**src/rtl/sram_init_loader_pkg.sv**
```systemverilog
// Shared definitions for the SRAM init loader: target codes, FSM states,
// header field positions and the per-target bank legality rule.
package sram_init_loader_pkg;

  typedef enum logic [2:0] {
    TGT_FV      = 3'd0,
    TGT_FV_INFO = 3'd1,
    TGT_NB_INFO = 3'd2,
    TGT_IMEM    = 3'd3,
    TGT_NB      = 3'd4,
    TGT_END     = 3'd7
  } tgt_e;

  typedef enum logic [1:0] {
    ST_HDR     = 2'd0,
    ST_PAYLOAD = 2'd1,
    ST_DONE    = 2'd2
  } state_e;

  // Header word layout (LSB positions)
  localparam int HDR_TGT_LSB  = 29;
  localparam int HDR_BANK_LSB = 27;
  localparam int HDR_LEN_LSB  = 16;
  localparam int HDR_BASE_LSB = 0;

  // Highest legal bank index per target
  localparam logic [1:0] MAX_BANK_FV      = 2'd3;
  localparam logic [1:0] MAX_BANK_FV_INFO = 2'd0;
  localparam logic [1:0] MAX_BANK_NB_INFO = 2'd1;
  localparam logic [1:0] MAX_BANK_IMEM    = 2'd0;
  localparam logic [1:0] MAX_BANK_NB      = 2'd3;

  // A data-carrying header is legal when its target exists and the bank is in range.
  // Codes 5 and 6 are never legal; END is handled separately by the caller.
  function automatic logic hdr_legal(input logic [2:0] tgt, input logic [1:0] bank);
    logic ok;
    ok = 1'b0;
    case (tgt)
      TGT_FV:      ok = (bank <= MAX_BANK_FV);
      TGT_FV_INFO: ok = (bank <= MAX_BANK_FV_INFO);
      TGT_NB_INFO: ok = (bank <= MAX_BANK_NB_INFO);
      TGT_IMEM:    ok = (bank <= MAX_BANK_IMEM);
      TGT_NB:      ok = (bank <= MAX_BANK_NB);
      default:     ok = 1'b0;
    endcase
    return ok;
  endfunction

endpackage

```
**src/rtl/sram_init_hdr_decode.sv**
```systemverilog
// Combinational header decoder: splits a header word into its fields and
// flags END markers and legal data-carrying headers.
module sram_init_hdr_decode
  import sram_init_loader_pkg::*;
#(
  parameter int DATA_W = 32,
  parameter int ADDR_W = 10,
  parameter int LEN_W  = 11
) (
  input  logic [DATA_W-1:0] i_hdr,
  output logic [2:0]        o_tgt,
  output logic [1:0]        o_bank,
  output logic [LEN_W-1:0]  o_len_m1,
  output logic [ADDR_W-1:0] o_base,
  output logic              o_is_end,
  output logic              o_legal
);

  // Bits between the base and length fields carry no meaning
  logic w_unused_hdr;
  assign w_unused_hdr = ^i_hdr;

  assign o_tgt    = i_hdr[HDR_TGT_LSB +: 3];
  assign o_bank   = i_hdr[HDR_BANK_LSB +: 2];
  assign o_len_m1 = i_hdr[HDR_LEN_LSB +: LEN_W];
  assign o_base   = i_hdr[HDR_BASE_LSB +: ADDR_W];
  assign o_is_end = (o_tgt == TGT_END);
  assign o_legal  = hdr_legal(o_tgt, o_bank);

endmodule

```
**src/rtl/sram_init_loader.sv**
```systemverilog
// Turns a valid/ready stream of load packets into one-cycle SRAM write
// strobes, then raises init_done and pulses start_o on the END packet.
//
// Handshake: a word transfers on a rising clk edge where in_valid and
// in_ready are both high. in_ready is registered; it is high in HDR and
// PAYLOAD and low in DONE and while/just after reset. The SRAM side has
// no backpressure: wr_valid is a pure one-cycle strobe per payload word.
module sram_init_loader
  import sram_init_loader_pkg::*;
#(
  parameter int DATA_W = 32,
  parameter int ADDR_W = 10,
  parameter int LEN_W  = 11
) (
  input  logic              clk,
  input  logic              reset,
  input  logic              in_valid,
  output logic              in_ready,
  input  logic [DATA_W-1:0] in_data,
  output logic              wr_valid,
  output logic [2:0]        wr_tgt,
  output logic [1:0]        wr_bank,
  output logic [ADDR_W-1:0] wr_addr,
  output logic [DATA_W-1:0] wr_data,
  output logic              init_done,
  output logic              start_o,
  output logic              err,
  output logic [1:0]        dbg_state
);

  state_e              r_state;
  state_e              w_state_nxt;
  logic                r_in_ready;
  logic [2:0]          r_tgt;
  logic [1:0]          r_bank;
  logic [ADDR_W-1:0]   r_base;
  logic [LEN_W-1:0]    r_len_m1;
  logic [LEN_W-1:0]    r_cnt;
  logic                r_drop;
  logic                r_wr_valid;
  logic [2:0]          r_wr_tgt;
  logic [1:0]          r_wr_bank;
  logic [ADDR_W-1:0]   r_wr_addr;
  logic [DATA_W-1:0]   r_wr_data;
  logic                r_init_done;
  logic                r_start;
  logic                r_err;

  logic                w_accept;
  logic [2:0]          w_hdr_tgt;
  logic [1:0]          w_hdr_bank;
  logic [LEN_W-1:0]    w_hdr_len_m1;
  logic [ADDR_W-1:0]   w_hdr_base;
  logic                w_hdr_is_end;
  logic                w_hdr_legal;

  assign w_accept = in_valid & r_in_ready;

  sram_init_hdr_decode #(
    .DATA_W (DATA_W),
    .ADDR_W (ADDR_W),
    .LEN_W  (LEN_W)
  ) u_hdr_decode (
    .i_hdr    (in_data),
    .o_tgt    (w_hdr_tgt),
    .o_bank   (w_hdr_bank),
    .o_len_m1 (w_hdr_len_m1),
    .o_base   (w_hdr_base),
    .o_is_end (w_hdr_is_end),
    .o_legal  (w_hdr_legal)
  );

  // FSM state register
  always_ff @(posedge clk or posedge reset) begin
    if (reset) r_state <= ST_HDR;
    else       r_state <= w_state_nxt;
  end

  // Next-state: header decides END vs payload; last payload word returns to HDR
  always_comb begin
    w_state_nxt = r_state;
    case (r_state)
      ST_HDR:     if (w_accept) w_state_nxt = w_hdr_is_end ? ST_DONE : ST_PAYLOAD;
      ST_PAYLOAD: if (w_accept && (r_cnt == r_len_m1)) w_state_nxt = ST_HDR;
      ST_DONE:    w_state_nxt = ST_DONE;
      default:    w_state_nxt = ST_HDR;
    endcase
  end

  // Header latch, word counter, write register and sticky status flags
  always_ff @(posedge clk or posedge reset) begin
    if (reset) begin
      r_in_ready  <= 1'b0;
      r_tgt       <= '0;
      r_bank      <= '0;
      r_base      <= '0;
      r_len_m1    <= '0;
      r_cnt       <= '0;
      r_drop      <= 1'b0;
      r_wr_valid  <= 1'b0;
      r_wr_tgt    <= '0;
      r_wr_bank   <= '0;
      r_wr_addr   <= '0;
      r_wr_data   <= '0;
      r_init_done <= 1'b0;
      r_start     <= 1'b0;
      r_err       <= 1'b0;
    end else begin
      r_in_ready <= (w_state_nxt != ST_DONE);
      r_wr_valid <= 1'b0;
      r_start    <= 1'b0;
      if ((r_state == ST_HDR) && w_accept) begin
        if (w_hdr_is_end) begin
          r_init_done <= 1'b1;
          r_start     <= 1'b1;
        end else begin
          // Illegal headers still latch length so their payload is skipped
          r_tgt    <= w_hdr_tgt;
          r_bank   <= w_hdr_bank;
          r_base   <= w_hdr_base;
          r_len_m1 <= w_hdr_len_m1;
          r_cnt    <= '0;
          r_drop   <= ~w_hdr_legal;
          if (!w_hdr_legal) r_err <= 1'b1;
        end
      end
      if ((r_state == ST_PAYLOAD) && w_accept) begin
        r_cnt      <= r_cnt + LEN_W'(1);
        r_wr_valid <= ~r_drop;
        if (!r_drop) begin
          r_wr_tgt  <= r_tgt;
          r_wr_bank <= r_bank;
          // Address wraps modulo 2^ADDR_W
          r_wr_addr <= r_base + ADDR_W'(r_cnt);
          r_wr_data <= in_data;
        end
      end
    end
  end

  assign in_ready  = r_in_ready;
  assign wr_valid  = r_wr_valid;
  assign wr_tgt    = r_wr_tgt;
  assign wr_bank   = r_wr_bank;
  assign wr_addr   = r_wr_addr;
  assign wr_data   = r_wr_data;
  assign init_done = r_init_done;
  assign start_o   = r_start;
  assign err       = r_err;
  assign dbg_state = r_state;

endmodule

```
**config.mk**
```make
export PLATFORM = sky130hd
export DESIGN_NAME = sram_init_loader
export DESIGN_NICKNAME = d
export VERILOG_FILES = /design/src/rtl/sram_init_loader_pkg.sv /design/src/rtl/sram_init_hdr_decode.sv /design/src/rtl/sram_init_loader.sv
export SDC_FILE = /design/constraint.sdc
export NUM_CORES = 1
export LEC_CHECK = 0
export BUFFER_PORTS_ARGS = -buffer_cell sky130_fd_sc_hd__buf_2
export CAP_MARGIN = 15
export CORE_MARGIN = 3
export CORE_UTILIZATION = 54
export CTS_BUF_LIST = sky130_fd_sc_hd__clkbuf_16
export CTS_CLUSTER_SIZE = 20
export DETAILED_ROUTE_END_ITERATION = 7
export PLACE_DENSITY = 0.79
export SLEW_MARGIN = 30
export SYNTH_ARGS = -nofsm -noshare
export SYNTH_HDL_FRONTEND = slang
export SYNTH_SLANG_ARGS = --single-unit
```
**constraint.sdc**
```tcl
create_clock -name clk -period 2.9 [get_ports clk]
set_input_delay 0 -clock clk [delete_from_list [all_inputs] [get_ports clk]]
set_output_delay 0 -clock clk [all_outputs]
set_load 0.05 [all_outputs]
```
## After elaboration in Yosys (flattened, before gate mapping)

Cells that the tools add are included.
W data, S select, Z words.

| storage, ports and cells | value |
|---|---|
| bits in read-only memories | 0 |
| RAM bits | 0 |
| logic and storage cells | 59 |
| output and inout port bits | 54 |
| register bits after elaboration | 92 |
| latch bits | 0 |
| memories kept | 0 |

| operators by class | value |
|---|---|
| bitwise operators | 4 |
| shift-type cells | 0 |
| muxes and demuxes | 11 |
| add/sub/neg operators | 2 |
| equality and inequality tests | 10 |
| div/mod/pow operators | 0 |
| multiply operators | 0 |
| reduce and logical (&&, ||, !) cells | 13 |
| $lt $le $gt $ge | 3 |

Operators with widths:

| operator | count |
|---|---|
| $mux W11 | 3 |
| $add A11 B1 Y11 const B | 1 |
| $eq A11 B11 Y1 | 1 |
| $add A10 B10 Y10 | 1 |
| $reduce_and A2 Y1 | 4 |
| $eq A3 B2 Y1 const B | 2 |
| $eq A3 B3 Y1 const B | 2 |
| $mux W2 | 3 |
| $pmux W2 S3 | 1 |
| $le A2 B1 Y1 const B | 2 |
| $reduce_or A2 Y1 | 2 |
| $eq A3 B1 Y1 const B | 1 |
| $logic_and A1 B1 Y1 | 3 |
| $logic_not A3 Y1 | 1 |
| $mux W1 | 3 |
| $not A1 Y1 | 3 |
| $pmux W1 S3 | 1 |
| $reduce_and A3 Y1 | 1 |
| $eq A2 B1 Y1 const B | 1 |
| $eq A2 B2 Y1 const B | 1 |
| $le A2 B2 Y1 const B | 1 |
| $logic_not A2 Y1 | 1 |
| $ne A2 B1 Y1 const B | 1 |
| $ne A2 B2 Y1 const B | 1 |
| other kinds (2) | 2 |

## Logic depth before layout (Yosys ltp)

| logic depth | value |
|---|---|
| depth after elaboration | 5 |
| depth in mapped cells | 7 |
| mapped depth without buffers | 7 |

## By module

A second synthesis with hierarchy kept.

| second synthesis, totals | value |
|---|---|
| cells, all modules | 476 |
| area total of the unflattened synthesis | 4267.8 µm² |

By module, submodules not included:

| module | cells each | instances | seq. area each (µm²) | area each (µm²) |
|---|---|---|---|---|
| sram_init_loader | 447 | 1 | 2302.2 | 4048.9 |
| sram_init_hdr_decode | 29 | 1 | 0.0 | 219.0 |

## Least setup slack after synthesis

Ideal clock, no wire load.

| timing path | value |
|---|---|
| path kind | flip-flop to flip-flop |
| start | register r_cnt[0] |
| end | register r_wr_addr[8] (netlist: wr_addr[8]) |
| data required time | 2.831 ns |
| path slack | 0.857 ns |
| buffers on the path | 0 |
| stages on the path, launching flop included | 8 |
| arrival | 1.974 ns |
| library setup time | 0.069 ns |
| cells stage by stage | dfrtp_1 ha_1 fa_1 a21o_1 a21oi_1 o21ai_0 a311o_1 nand3_1 |

| between the ends | value |
|---|---|
| word-level cells in the longest chain between the ends | 1 |

Ends and longest elaborated chain:

| item | line | text |
|---|---|---|
| from (decl) | sram_init_loader.sv:38 | `logic [LEN_W-1:0] r_cnt;` |
| from (signal assigned) | sram_init_loader.sv:128 | `r_cnt <= r_cnt + LEN_W'(1);` |
| $add A10 B10 Y10 | sram_init_loader.sv:134 | `r_wr_addr <= r_base + ADDR_W'(r_cnt);` |
| to (signal assigned) | sram_init_loader.sv:134 |  |
| to (decl) | sram_init_loader.sv:43 | `logic [ADDR_W-1:0] r_wr_addr;` |

No other way between the ends.
A chain may end at the register's enable or synchronous reset.

## Worst setup path in the final report

Ends and elaborated chain as after synthesis.

==> reports/summary.log <==
INFO  status         run_status=completed
INFO  synthesis      post_synth_instance_area=0.00408mm2
INFO  setup_path     crit_path_start_kind=register
INFO  setup_path     crit_slowest_cell=dfrtp_1
INFO  setup_path     path_cells=ha_1, fa_1, a21o_1, a21oi_1, o21ai_0, a311o_1, nand3_1
INFO  min_path       hold_path.startpoint=in_valid
INFO  synthesis      synth-seq-cells=92
INFO  clock_tree     cts.root.buffer_cell=clkbuf_16
INFO  sta            total_of_endpoints_with_negative_setup_slack_in_the_final_report=0
INFO  die            design.die.area=0.00863mm2
INFO  die            initial_utilization=0.559
INFO  route          routedWlPerCell=14.4um
INFO  placement      place_ws=0.712ns
INFO  setup_path     cp_slowest_stage_delay=0.46ns
INFO  global_routing met1_demand_to_capacity_share_in_global_routing=0.308
INFO  synthesis      synth.largest_area_cell=dfrtp_1
INFO  setup_path     path_delay_family=compound AO/OA/AOI/OAI gates
INFO  synthesis      library_cell_with_the_highest_instance_count_after_synthesis=nand2_1
INFO  route          number_of_routed_nets_with_antenna_violations=0
INFO  global_routing grt_first_pass_wirelength=16500um
INFO  global_routing grt_pass1_vias=3559
INFO  placement      place_area=0.00461mm2
INFO  clock_tree     insertion_delay=0.34ns
INFO  cells_and_area finish.net_count=619
INFO  sta            hold_fails_final_rpt=0
INFO  cells_and_area drive_above_1_share=0.201
INFO  min_path       hold_path_class=in2reg
INFO  cells_and_area antenna_cells_inserted=0
INFO  global_routing grt_util_all_layers=0.244
INFO  die            boundaryPins=89
INFO  sta            tns=0ns
INFO  global_routing met2_demand_to_capacity_share_in_global_routing=0.418
INFO  power_and_ir_drop cellPowerDensity=1200mW/mm2
INFO  cells_and_area area_growth_syn_to_layout=28.2%
INFO  route          drc=0
INFO  power_and_ir_drop vdd.ir_drop.worst=701uV
INFO  sta            achievable-frequency=454MHz
INFO  synthesis      synth_enable_flop_cells=0
INFO  global_routing grt.met3_usage=0.0536
INFO  setup_path     worst-path-buf-inv=0
INFO  cells_and_area fin_util=0.717
INFO  sta            rsz0062_at_grt=no
INFO  clock_tree     post-cts-setup-buffers=0
INFO  setup_path     crit_type=reg2reg
INFO  global_routing global_route.peak_usage_layer=met2
INFO  setup_path     rrSetupSlack=0.70ns
INFO  setup_path     worst_r2r_startpoint=r_cnt[0]
INFO  cells_and_area layout.cells.non_filler=677
INFO  global_routing globalRoute.totalOverflow=0
INFO  die            chipHeight=92.9um
INFO  sta            worstMarginPinSlew=0.708ns
INFO  clock_tree     tritoncts=done
INFO  clock_tree     clk_pin_slew=0.06ns
INFO  synthesis      yosys_most_used_dff=dfrtp_1
INFO  route          detail_route.first_pass.iterations=4
INFO  setup_path     worstPathMaxFanout=7
INFO  sta            slew_violations=0
INFO  global_routing grt_max_degree=43
INFO  sta            finalCritPeriodShare=0.760
INFO  synthesis      yosys.cell_types.count=36
INFO  setup_path     worst_setup_path_end_kind=register
INFO  placement      dpl.hpwl=6450um
INFO  synthesis      synthTopCellsByCount=214 x nand2_1, 92 x dfrtp_1, 20 x o21ai_0
INFO  die            placement_rows=31
INFO  sta            worst_slew_margin_rel=0.527
INFO  route          drt_via_density=5.16
INFO  route          route.vias.total=3493
INFO  synthesis      synth_seq_area_share=0.564
INFO  synthesis      postSynth.asyncResetShare=1.00
INFO  clock_tree     total_cts_buffers=9
INFO  power_and_ir_drop fin_total_pwr=6.28mW
INFO  cells_and_area n_fill_cell=569
INFO  die            fp.dieW=92.9um
INFO  placement      numPlacedInstances=628
INFO  synthesis      syn_avg_cell_area=9.06um2
INFO  global_routing antenna_found_initial=0
INFO  setup_path     timing.critical_path.from=r_cnt[0]
INFO  sta            fin_ws=0.697ns
INFO  synthesis      mappedNetlistNets=496
INFO  die            fp.coreArea=0.00729mm2
INFO  power_and_ir_drop power.static_leakage=2.83nW
INFO  synthesis      synthesis.instances=450
INFO  synthesis      ys_warn_count=0
INFO  clock_tree     clock_sinks=92
INFO  route          first_iter_violations=188
INFO  synthesis      synth.top_cell.area_share=0.564
INFO  job            drv.max_cap_violation_count=0
INFO  sta            fin_worst_skew=0.00567ns
INFO  synthesis      netlist_top_cells_area=dfrtp_1 56%, nand2_1 20%, ha_1 3.1%, xor2_1 2.8%, o21ai_0 2.5%
INFO  clock_tree     cts_max_path_buffers=2
INFO  setup_path     cp_arrival=2.48ns
INFO  sta            post_layout_minimum_cycle_time=2.20ns
INFO  route          finalWirelength=9740um
INFO  cells_and_area fin_area=0.00523mm2
INFO  setup_path     worstPathRequired=3.17ns
INFO  sta            hold_ws=0.0824ns
INFO  placement      place_congestion=0.883
INFO  placement      port_buffers=88
INFO  clock_tree     htree_num_levels=3
==> cells in the final DEF (no fill, tap or decap), drive strengths merged, types with 6 or more instances in the layout <==
master,n
xor2,13
dlygate4sd3,33
nor2,12
a21oi,11
nand2,214
clkbuf,9
buf,98
ha,10
dfrtp,92
nor3,6
nand3,9
o21ai,20
==> timing repair <==
item                      CTS  global route
hold endpoints to repair   98             0
resized for setup           0             0
hold buffers               33             0
==> flip-flops by register name, summed over array words and instances (netlist names), 3 cells and up <==
signal,flops
r_base,10
wr_data,32
r_len_m1,11
r_tgt,3
wr_addr,10
r_cnt,11
wr_tgt,3
==> final timing paths <==
check	endpoint	depth (start not counted)
setup reg to reg	wr_addr[8]	7
setup / recovery	wr_addr[8]	7
max in group asynchronous	r_len_m1[0]	4
hold / removal	r_cnt[0]	3
hold reg to reg	init_done	1
min in group asynchronous	r_base[5]	3
==> logic make-up after synthesis <==
group | after synthesis | share of synthesized area
buffers and inverters | 24 | 0.0310
xor gates and xnor gates | 18 | 0.0387
DFF | 92 | 0.564
adders and majority gates | 11 | 0.0356
muxes | 3 | 0.00736
and+or+nand+nor | 259 | 0.261
AOI/OAI and AO/OA | 43 | 0.0623
==> final cells by class <==
class	instances	area, um2	share of cell area
repair buffers	131	846	0.162
clock inverters	7	58.8	0.0112
flip-flops and latches	92	2300	0.440
well taps	99	124	0.0237
inverters	5	20.0	0.00383
multi-input cells	334	1650	0.316
clock buffers	9	225	0.0431
==> layer usage <==
layer | wire length (um) | vias up
li1 | - | 1704
met1 | 4230 | 1677
met2 | 4870 | 94
met3 | 452 | 18
met4 | 186 | 0
met5 | 0 | -
==> worst register-to-register path: stages, from the launching register on <==
cell and delay, ns:
dfrtp_1 0.46, ha_1 0.25, fa_1 0.40, a21o_1 0.18, a21oi_1 0.21, o21ai_0 0.20, a311o_1 0.39, nand3_1 0.06
==> where the power goes <==
group          switching [mW]  internal (mW)  total, mW
registers               0.384           1.84       2.22
clock network           0.472          0.656       1.13
logic                    2.13          0.800       2.93
(Power assumes the default switching activity.)
